## config.mk

```make
export PLATFORM = sky130hd
export DESIGN_NAME = mac_frame_enc
export DESIGN_NICKNAME = d
export VERILOG_FILES = /design/src/rtl/mac_frame_enc.sv
export SDC_FILE = /design/constraint.sdc
export NUM_CORES = 1
export LEC_CHECK = 0
export CAP_MARGIN = 40
export CELL_PAD_IN_SITES_DETAIL_PLACEMENT = 1
export CELL_PAD_IN_SITES_GLOBAL_PLACEMENT = 1
export CORE_MARGIN = 8
export CORE_UTILIZATION = 40
export CTS_CLUSTER_DIAMETER = 50
export DETAILED_ROUTE_END_ITERATION = 8
export PLACE_DENSITY_LB_ADDON = 0.08
export SYNTH_ARGS = -nofsm -noshare
export SYNTH_HDL_FRONTEND = slang
export SYNTH_SLANG_ARGS = --single-unit
export TNS_END_PERCENT = 10
```

## constraint.sdc

```tcl
create_clock -name clk -period 2.45 [get_ports clk]
set_clock_uncertainty 0.05 [all_clocks]
set_input_delay 0.49 -clock clk [delete_from_list [all_inputs] [get_ports clk]]
set_output_delay 0.49 -clock clk [all_outputs]
set_load 0.02 [all_outputs]
```

## src/rtl/mac_frame_enc.sv

```systemverilog
// rtl/mac_frame_enc.sv - transmit-side Ethernet frame assembler
//
// Pops one header word and its body bytes and writes one complete frame
// into the TX packet FIFO: preamble, SFD, dst, src, ethertype, body,
// zero pad up to MIN_PAYLOAD, and optionally the FCS. The final byte
// carries o_fifo_del.
//
// Optional feature macro: MAC_FRAME_ENC_FCS_EN
//   defined   - CRC-32 logic and the FCS state are built; EOD is on the 4th FCS byte
//   undefined - no CRC; EOD is on the last body/pad byte, the PHY appends the FCS
//
// Ports:
//   clk, arst_n                       clock, asynchronous active-low reset
//   h_fifo_dout/empty/rden            header FIFO (dout valid the cycle after rden)
//   b_fifo_dout/empty/del/rden        body FIFO (dout/del valid the cycle after rden)
//   o_fifo_din/wren/del, o_fifo_afull TX packet FIFO write side
//   busy                              high whenever the FSM is not IDLE
module mac_frame_enc #(
  parameter int PREAMBLE_LEN = 7,
  parameter int MIN_PAYLOAD  = 46,
  parameter int HDR_W        = 115
) (
  input  logic             clk,
  input  logic             arst_n,
  input  logic [HDR_W-1:0] h_fifo_dout,
  input  logic             h_fifo_empty,
  output logic             h_fifo_rden,
  input  logic [7:0]       b_fifo_dout,
  input  logic             b_fifo_empty,
  input  logic             b_fifo_del,
  output logic             b_fifo_rden,
  output logic [7:0]       o_fifo_din,
  output logic             o_fifo_wren,
  output logic             o_fifo_del,
  input  logic             o_fifo_afull,
  output logic             busy
);

  localparam logic [2:0] S_IDLE = 3'd0;
  localparam logic [2:0] S_HDR  = 3'd1;
  localparam logic [2:0] S_PRE  = 3'd2;
  localparam logic [2:0] S_MAC  = 3'd3;
  localparam logic [2:0] S_BODY = 3'd4;
  localparam logic [2:0] S_PAD  = 3'd5;
`ifdef MAC_FRAME_ENC_FCS_EN
  localparam logic [2:0] S_FCS  = 3'd6;
`endif

  logic [2:0]       state, state_n;
  logic [3:0]       cnt;
  logic [10:0]      paylen, paylen_inc;
  logic [HDR_W-1:0] hdr_sr;
  logic             run;
  logic             rd_pend, hold_v, hold_del, cur_del, byte_avail, short_body;
  logic [7:0]       hold_byte, cur_byte;
`ifdef MAC_FRAME_ENC_FCS_EN
  logic [31:0]      crc;

  function automatic logic [31:0] crc_byte(input logic [31:0] c, input logic [7:0] d);
    logic [31:0] r;
    r = c ^ {24'h0, d};
    for (int i = 0; i < 8; i++) begin
      r = r[0] ? ((r >> 1) ^ 32'hEDB88320) : (r >> 1);
    end
    return r;
  endfunction
`endif

  assign busy = (state != S_IDLE);

  always_comb begin
    state_n     = state;
    o_fifo_din  = 8'h00;
    o_fifo_wren = 1'b0;
    o_fifo_del  = 1'b0;
    h_fifo_rden = 1'b0;
    b_fifo_rden = 1'b0;
    // The body byte is taken straight from the FIFO the cycle after the
    // read; if the TX FIFO is full that cycle it is parked in hold_byte.
    cur_byte    = rd_pend ? b_fifo_dout : hold_byte;
    cur_del     = rd_pend ? b_fifo_del : hold_del;
    byte_avail  = rd_pend | hold_v;
    paylen_inc  = (paylen == '1) ? paylen : paylen + 11'd1;
    short_body  = (paylen_inc < 11'(MIN_PAYLOAD));
    case (state)
      S_IDLE: begin
        if (run && !h_fifo_empty) begin
          h_fifo_rden = 1'b1;
          state_n     = S_HDR;
        end
      end
      S_HDR: state_n = S_PRE;
      S_PRE: begin
        o_fifo_din  = (cnt == 4'(PREAMBLE_LEN)) ? 8'hD5 : 8'h55;
        o_fifo_wren = !o_fifo_afull;
        if (o_fifo_wren && cnt == 4'(PREAMBLE_LEN)) state_n = S_MAC;
      end
      S_MAC: begin
        o_fifo_din  = hdr_sr[HDR_W-1 -: 8];
        o_fifo_wren = !o_fifo_afull;
        if (o_fifo_wren && cnt == 4'd13) state_n = S_BODY;
      end
      S_BODY: begin
        o_fifo_din  = cur_byte;
        o_fifo_wren = byte_avail && !o_fifo_afull;
        b_fifo_rden = !byte_avail && !b_fifo_empty && !o_fifo_afull;
        if (o_fifo_wren && cur_del) begin
          if (short_body) begin
            state_n = S_PAD;
          end else begin
`ifdef MAC_FRAME_ENC_FCS_EN
            state_n = S_FCS;
`else
            state_n    = S_IDLE;
            o_fifo_del = 1'b1;
`endif
          end
        end
      end
      S_PAD: begin
        o_fifo_wren = !o_fifo_afull;
        if (o_fifo_wren && !short_body) begin
`ifdef MAC_FRAME_ENC_FCS_EN
          state_n = S_FCS;
`else
          state_n    = S_IDLE;
          o_fifo_del = 1'b1;
`endif
        end
      end
`ifdef MAC_FRAME_ENC_FCS_EN
      S_FCS: begin
        // crc is shifted right a byte per write, so the low byte is always next
        o_fifo_din  = ~crc[7:0];
        o_fifo_wren = !o_fifo_afull;
        if (o_fifo_wren && cnt == 4'd3) begin
          o_fifo_del = 1'b1;
          state_n    = S_IDLE;
        end
      end
`endif
      default: state_n = S_IDLE;
    endcase
  end

  always_ff @(posedge clk or negedge arst_n) begin
    if (!arst_n) begin
      state     <= S_IDLE;
      cnt       <= 4'd0;
      paylen    <= 11'd0;
      hdr_sr    <= '0;
      run       <= 1'b0;
      rd_pend   <= 1'b0;
      hold_v    <= 1'b0;
      hold_del  <= 1'b0;
      hold_byte <= 8'h00;
`ifdef MAC_FRAME_ENC_FCS_EN
      crc       <= 32'h0;
`endif
    end else begin
      // run keeps the header pop off until the first clock after reset
      run     <= 1'b1;
      state   <= state_n;
      rd_pend <= b_fifo_rden;
      if (state == S_HDR) begin
        hdr_sr <= h_fifo_dout;
        cnt    <= 4'd0;
        paylen <= 11'd0;
        hold_v <= 1'b0;
`ifdef MAC_FRAME_ENC_FCS_EN
        crc    <= 32'hFFFFFFFF;
`endif
      end
      if (state == S_BODY && byte_avail) begin
        if (o_fifo_wren) begin
          hold_v <= 1'b0;
        end else begin
          hold_v    <= 1'b1;
          hold_byte <= cur_byte;
          hold_del  <= cur_del;
        end
      end
      if (o_fifo_wren) begin
        case (state)
          S_PRE:  cnt <= (cnt == 4'(PREAMBLE_LEN)) ? 4'd0 : cnt + 4'd1;
          S_MAC: begin
            hdr_sr <= {hdr_sr[HDR_W-9:0], 8'h00};
            cnt    <= (cnt == 4'd13) ? 4'd0 : cnt + 4'd1;
          end
          S_BODY, S_PAD: paylen <= paylen_inc;
`ifdef MAC_FRAME_ENC_FCS_EN
          S_FCS:  cnt <= cnt + 4'd1;
`endif
          default: ;
        endcase
`ifdef MAC_FRAME_ENC_FCS_EN
        if (state == S_MAC || state == S_BODY || state == S_PAD)
          crc <= crc_byte(crc, o_fifo_din);
        else if (state == S_FCS)
          crc <= {8'h00, crc[31:8]};
`endif
      end
    end
  end

endmodule

```

# Yosys cells after proc, flatten, opt, wreduce, memory -nomap -nowiden
# Cells that the tools add are included.
# op_classes
add_sub_neg	2
n_reduce_logical	21
n_eq_ne	13
bitwise_logic	2
n_lt_le_gt_ge	1
n_mux	34
# ops
op	n
$mux 115	3
$mux 11	4
$pmux 8 s3	1
$mux 3	6
$pmux 3 s6	1
$mux 4	4
$mux 8	2
$add 11x1->11 const B	1
$eq 11x11->1 const B	1
$lt 11x6->1 const B	1
$mux 1	10
$ne 2x2->1 const B	5
$logic_and 1x1->1	9
$pmux 4 s2	1
$eq 3x2->1 const B	2
$eq 3x3->1 const B	2
$logic_not 1->1	5
$reduce_and 5->1	1
$add 4x1->4 const B	1
$eq 4x3->1 const B	1
$eq 4x4->1 const B	1
$pmux 1 s2	2
$eq 3x1->1 const B	1
$logic_not 3->1	1
7 further kinds	7
# totals
register_bits	145
elab_cells	82
output_inout_bits	13
input_bits	129

# Depth between registers and ports, before layout
# depth
depth_word	7
depth_mapped	8
ltp_nobuf	8

# Worst setup path after synthesis
# Ideal clock, no wire load.
# synth_timing
kind	register -> output
startpoint	register paylen[0]
endpoint	output o_fifo_del
required_ns	1.910
path_buffers	1
setup_slack_ns	0.166
arrival_ns	1.744
stages_incl_launch_ff	8
path_cell_list	dfrtp_1 > ha_1 > buf_2 > and3_1 > o21ai_0 > or3b_4 > o21ai_2 > nor2_1
# synth_between
elab_chain_cells	7
# synth_rtl
item	line_no	text
start: declaration	51	logic [10:0] paylen, paylen_inc;
start signal: assignment	190	S_BODY, S_PAD: paylen <= paylen_inc;
$add 11x1->11 / $eq 11x11->1 (equally long branches)	83	paylen_inc = (paylen == '1) ? paylen : paylen + 11'd1;
$mux 11 (*)	83	
$lt 11x6->1 (*)	84	short_body = (paylen_inc < 11'(MIN_PAYLOAD));
$logic_not 1->1	122	if (o_fifo_wren && !short_body) begin
$logic_and 1x1->1	122	
$mux 1	122	
$pmux 1 s2 (*)	85	case (state)
end: declaration	34	output logic o_fifo_del,
# Every way passes the cells marked *; elsewhere a longest branch is shown, timed or not.

# Final worst setup path
# layout_timing
startpoint	register paylen[1]
endpoint	output o_fifo_del
# Same word-level chain as after synthesis.

==> impl_metrics.py <==
metrics = {
    "outcome": {
        "outcome": "finished with violations",
        "violations": "setup timing",
    },
    "route": {
        "drc_errors": 0,
        "vias": 5928,
        "drt_wl_total_mm": 21.7,
        "drt_pass1_iterations": 4,
        "drt-initial-drc-count": 232,
        "routed_via_density": 5.31,
        "ant_nets": 0,
        "wl_per_cell_um": 19.4,
    },
    "placement": {
        "port_buffers": 141,
        "dp_hpwl_mm": 15.8,
        "post-place-ws_ns": -0.365,
        "place.gp.congestion": 0.864,
    },
    "power_and_ir_drop": {
        "sw_frac_of_total_pct": 27.1,
        "finalPower_uw": 6820,
        "ir_worst_vdd_uv": 434,
        "p_leak_uw": 0.00388,
        "power.share.clock_pct": 39.9,
        "pwr-share-comb_pct": 17.0,
        "p_sw_uw": 1840,
        "p_per_area_mw_per_mm2": 692,
        "seq_power_share_pct": 43.1,
        "p_int_uw": 4970,
    },
    "cells_and_area": {
        "antenna_cells": 0,
        "final_common_cell": "nand2_1",
        "nets": 1014,
        "fillers": 1887,
        "post_route_cells_drive_above_1_share_pct": 15.1,
        "area_delta_synth_final_pct": 38.2,
        "multi_input_area_mm2": 0.00333,
        "regArea_mm2": 0.00364,
        "layout_common_cells": "145 x nand2_1, 138 x dfrtp_1, 128 x clkdlybuf4s50_1",
    },
    "critical_path": {
        "cp_slowest_cell": "dfrtp_1",
        "worst-r2r-cell-count": 11,
        "ff2ff_setup_slack_ns": 0.37,
        "cp.required_ns": 1.91,
        "path_cells": "ha_4 > buf_4 > buf_4 > a21oi_2 > o21ai_1 > o41ai_2 > a2bb2oi_2 > o21ai_4 > nor2_2 > buf_6",
        "cp_max_fo": 5,
        "cp.arrival_ns": 2.24,
        "crit_top_cell": "buf_4",
        "slowest_delay_ns": 0.42,
        "crit-reg2reg-launch": "paylen[1]",
        "critPathKind": "flip-flop to output pin",
        "worstSetupStartpointType": "flip-flop",
        "r2r_end": "state[2]",
        "critPathCaptureType": "output pin",
    },
    "global_route": {
        "grt_busiest_layer": "met2",
        "grt_pass1_wl_mm": 35.7,
        "gr-total-overflow": 0,
        "grtUsageTotal_pct": 20.0,
        "use_met3_pct": 5.29,
        "use_met2_pct": 34.3,
        "grtUsageMet1_pct": 24.3,
        "grt_max_degree": 84,
        "grt_pass1_vias": 6800,
        "antenna_found_initial": 1,
    },
    "clock_tree": {
        "root_buffer": "clkbuf_16",
        "cts_buffers": 17,
        "clock_path_buffers": 2,
        "clk_latency_ns": 0.41,
        "cts_sinks": 145,
        "cts_tree": "yes",
        "clk_pin_slew_ns": 0.06,
        "ctsHtreeMaxLevel": 4,
    },
    "worst_hold_path": {
        "holdPathEnd": "hdr_sr[101]",
        "hp-class": "flip-flop to flip-flop",
        "min_from": "hdr_sr[93]",
        "min_path_cells": 2,
    },
    "floorplan": {
        "die_y_um": 149,
        "die-area_mm2": 0.0223,
        "core-area_mm2": 0.0174,
        "die_w_um": 149,
        "start_util_pct": 41.0,
        "rows": 48,
        "io_pins": 142,
    },
    "timing": {
        "hold_viol_final": 0,
        "holdWs_ns": 0.431,
        "finalCritPeriodShare_pct": 114,
        "post-route-min-period_ns": 2.78,
        "worst_slack_ns": -0.334,
        "max_freq_mhz": 359,
        "rsz0062_at_grt": "yes",
        "final-setup-viol-count": 1,
        "slew_violations": 0,
    },
    "yosys": {
        "async_flop_share_pct": 100,
        "avgSynthCellArea_um2": 9.96,
        "synthXorXnorAreaFrac_pct": 0.369,
        "synthFlopType": "dfrtp_1",
        "synthAdderAreaFrac_pct": 0.527,
        "synth-edff-count": 0,
        "synth_top_family_by_area": "multiplexers",
        "synthMuxAreaShare_pct": 17.6,
        "synth_area_mm2": 0.00712,
        "synthSimpleGateAreaFrac_pct": 12.9,
        "synth_nets": 847,
        "syn_inst": 715,
        "synth.yosys.seq_area_share_pct": 50.9,
        "ys_warn_count": 0,
        "synth_compound_area_share_pct": 13.9,
        "synthDistinctLibCells": 59,
        "synth-seq-cells": 145,
    },
    "run": {
        "cap_violations": 0,
    },
}
[sequential cells by signal, summed over array words and instances (netlist names)]
register and cells:
cnt 4, hdr_sr 115, hold_byte 8, hold_del 1, hold_v 1, paylen 11, rd_pend 1, run 1
state 3
[per-layer routing]
metal	routed length [µm]	part of all wire, %	vias up
li1	-	-	2841
met1	9450	44	2960
met2	11000	51	104
met3	982	4.5	21
met4	246	1.1	2
met5	13	0.060	-
[how the worst max path moves through the flow]
stage               startpoint          to  slack, ns
floorplan            paylen[0]  o_fifo_del       0.17
finish               paylen[1]  o_fifo_del      -0.33
global placement     paylen[0]  o_fifo_del      -0.35
CTS                  paylen[1]  o_fifo_del      -0.36
global route         paylen[0]  o_fifo_del      -0.43
detailed placement   paylen[0]  o_fifo_del      -0.36
[cell families (layout without fill, tap and decap cells)]
logic type                 Yosys count  count (layout)
adders and majority gates            3               3
muxes                              124             124
other                                1               1
AOI/OAI and AO/OA                  173             173
and+or+nand+nor                    211             211
buffers and inverters               55             232
DFF                                145             145
xor gates and xnor gates             3               3
[what timing repair did]
action | in CTS | in global routing
hold buffers | 1 | 0
buffers inserted | 3 | 2
resized for setup | 35 | 27
endpoints found under the hold margin | 45 | 0
setup endpoints to repair | 12 | 12
pin swaps | 4 | 7
[power groups by stage]
| stage | Combinational (µW) | Clock [µW] | Sequential, µW |
|---|---|---|---|
| floorplan | 618 | 0 | 2880 |
| global route | 1290 | 2880 | 2980 |
| detailed placement | 1180 | 0 | 2970 |
| CTS | 1170 | 2780 | 2940 |
| global placement | 1130 | 0 | 2950 |
| finish | 1160 | 2720 | 2940 |
[stage by stage]
stage / util, % / setup TNS [ns] / instances / instance area (µm²)
final: 56.7 / -0.334 / 1117 / 9850
after global routing: 56.7 / -0.453 / 1117 / 9850
after CTS: 56.3 / -0.360 / 1115 / 9770
after detailed placement: 52.4 / -0.790 / 1082 / 9100
after global placement: 52.4 / -0.703 / 1082 / 9100
after floorplan: - / 0 / 715 / 7120
[cell type report]
| class | count | share of cell area (%) |
|---|---|---|
| inverters | 5 | 0.191 |
| clock inverters | 11 | 1.68 |
| flip-flops and latches | 145 | 36.9 |
| multi-input cells | 515 | 33.8 |
| clock buffers | 18 | 4.46 |
| well taps | 225 | 2.86 |
| repair buffers | 198 | 20.1 |
[worst max-delay path: cells and delay by family (launching register included)]
| family | cells | cell delay [ns] |
|---|---|---|
| simple gates | 1 | 0.16 |
| flops | 1 | 0.42 |
| buf+inv | 3 | 0.40 |
| fa+ha+maj | 1 | 0.19 |
| compound gates | 5 | 0.67 |
[Yosys cell counts, types with 2 or more instances]
cell      number  area [µm²]
nand2_1      146         548
dfrtp_1      145        3630
mux2i_1      115        1150
o21ai_0      108         541
buf_2         26         130
nor2_1        20        75.1
o21ai_1       17        85.1
a21oi_1       15        75.1
clkbuf_1      15        56.3
mux2_2         9         101
nand3_1        9        45.0
nor3_1         8        40.0
and3_1         5        31.3
o22ai_1        5        31.3
buf_1          4        15.0
inv_1          4        15.0
a311oi_1       3        26.3
a31oi_1        3        18.8
buf_6          3        33.8
ha_1           3        37.5
o31ai_1        3        22.5
a22o_1         2        17.5
a32oi_1        2        17.5
and2_1         2        12.5
buf_4          2        15.0
nand2b_1       2        12.5
nand3b_1       2        15.0
nor2b_1        2        12.5
o41ai_1        2        17.5
or3_1          2        12.5
or4_1          2        15.0
xnor2_1        2        17.5
Power figures use the tool's default switching activity.
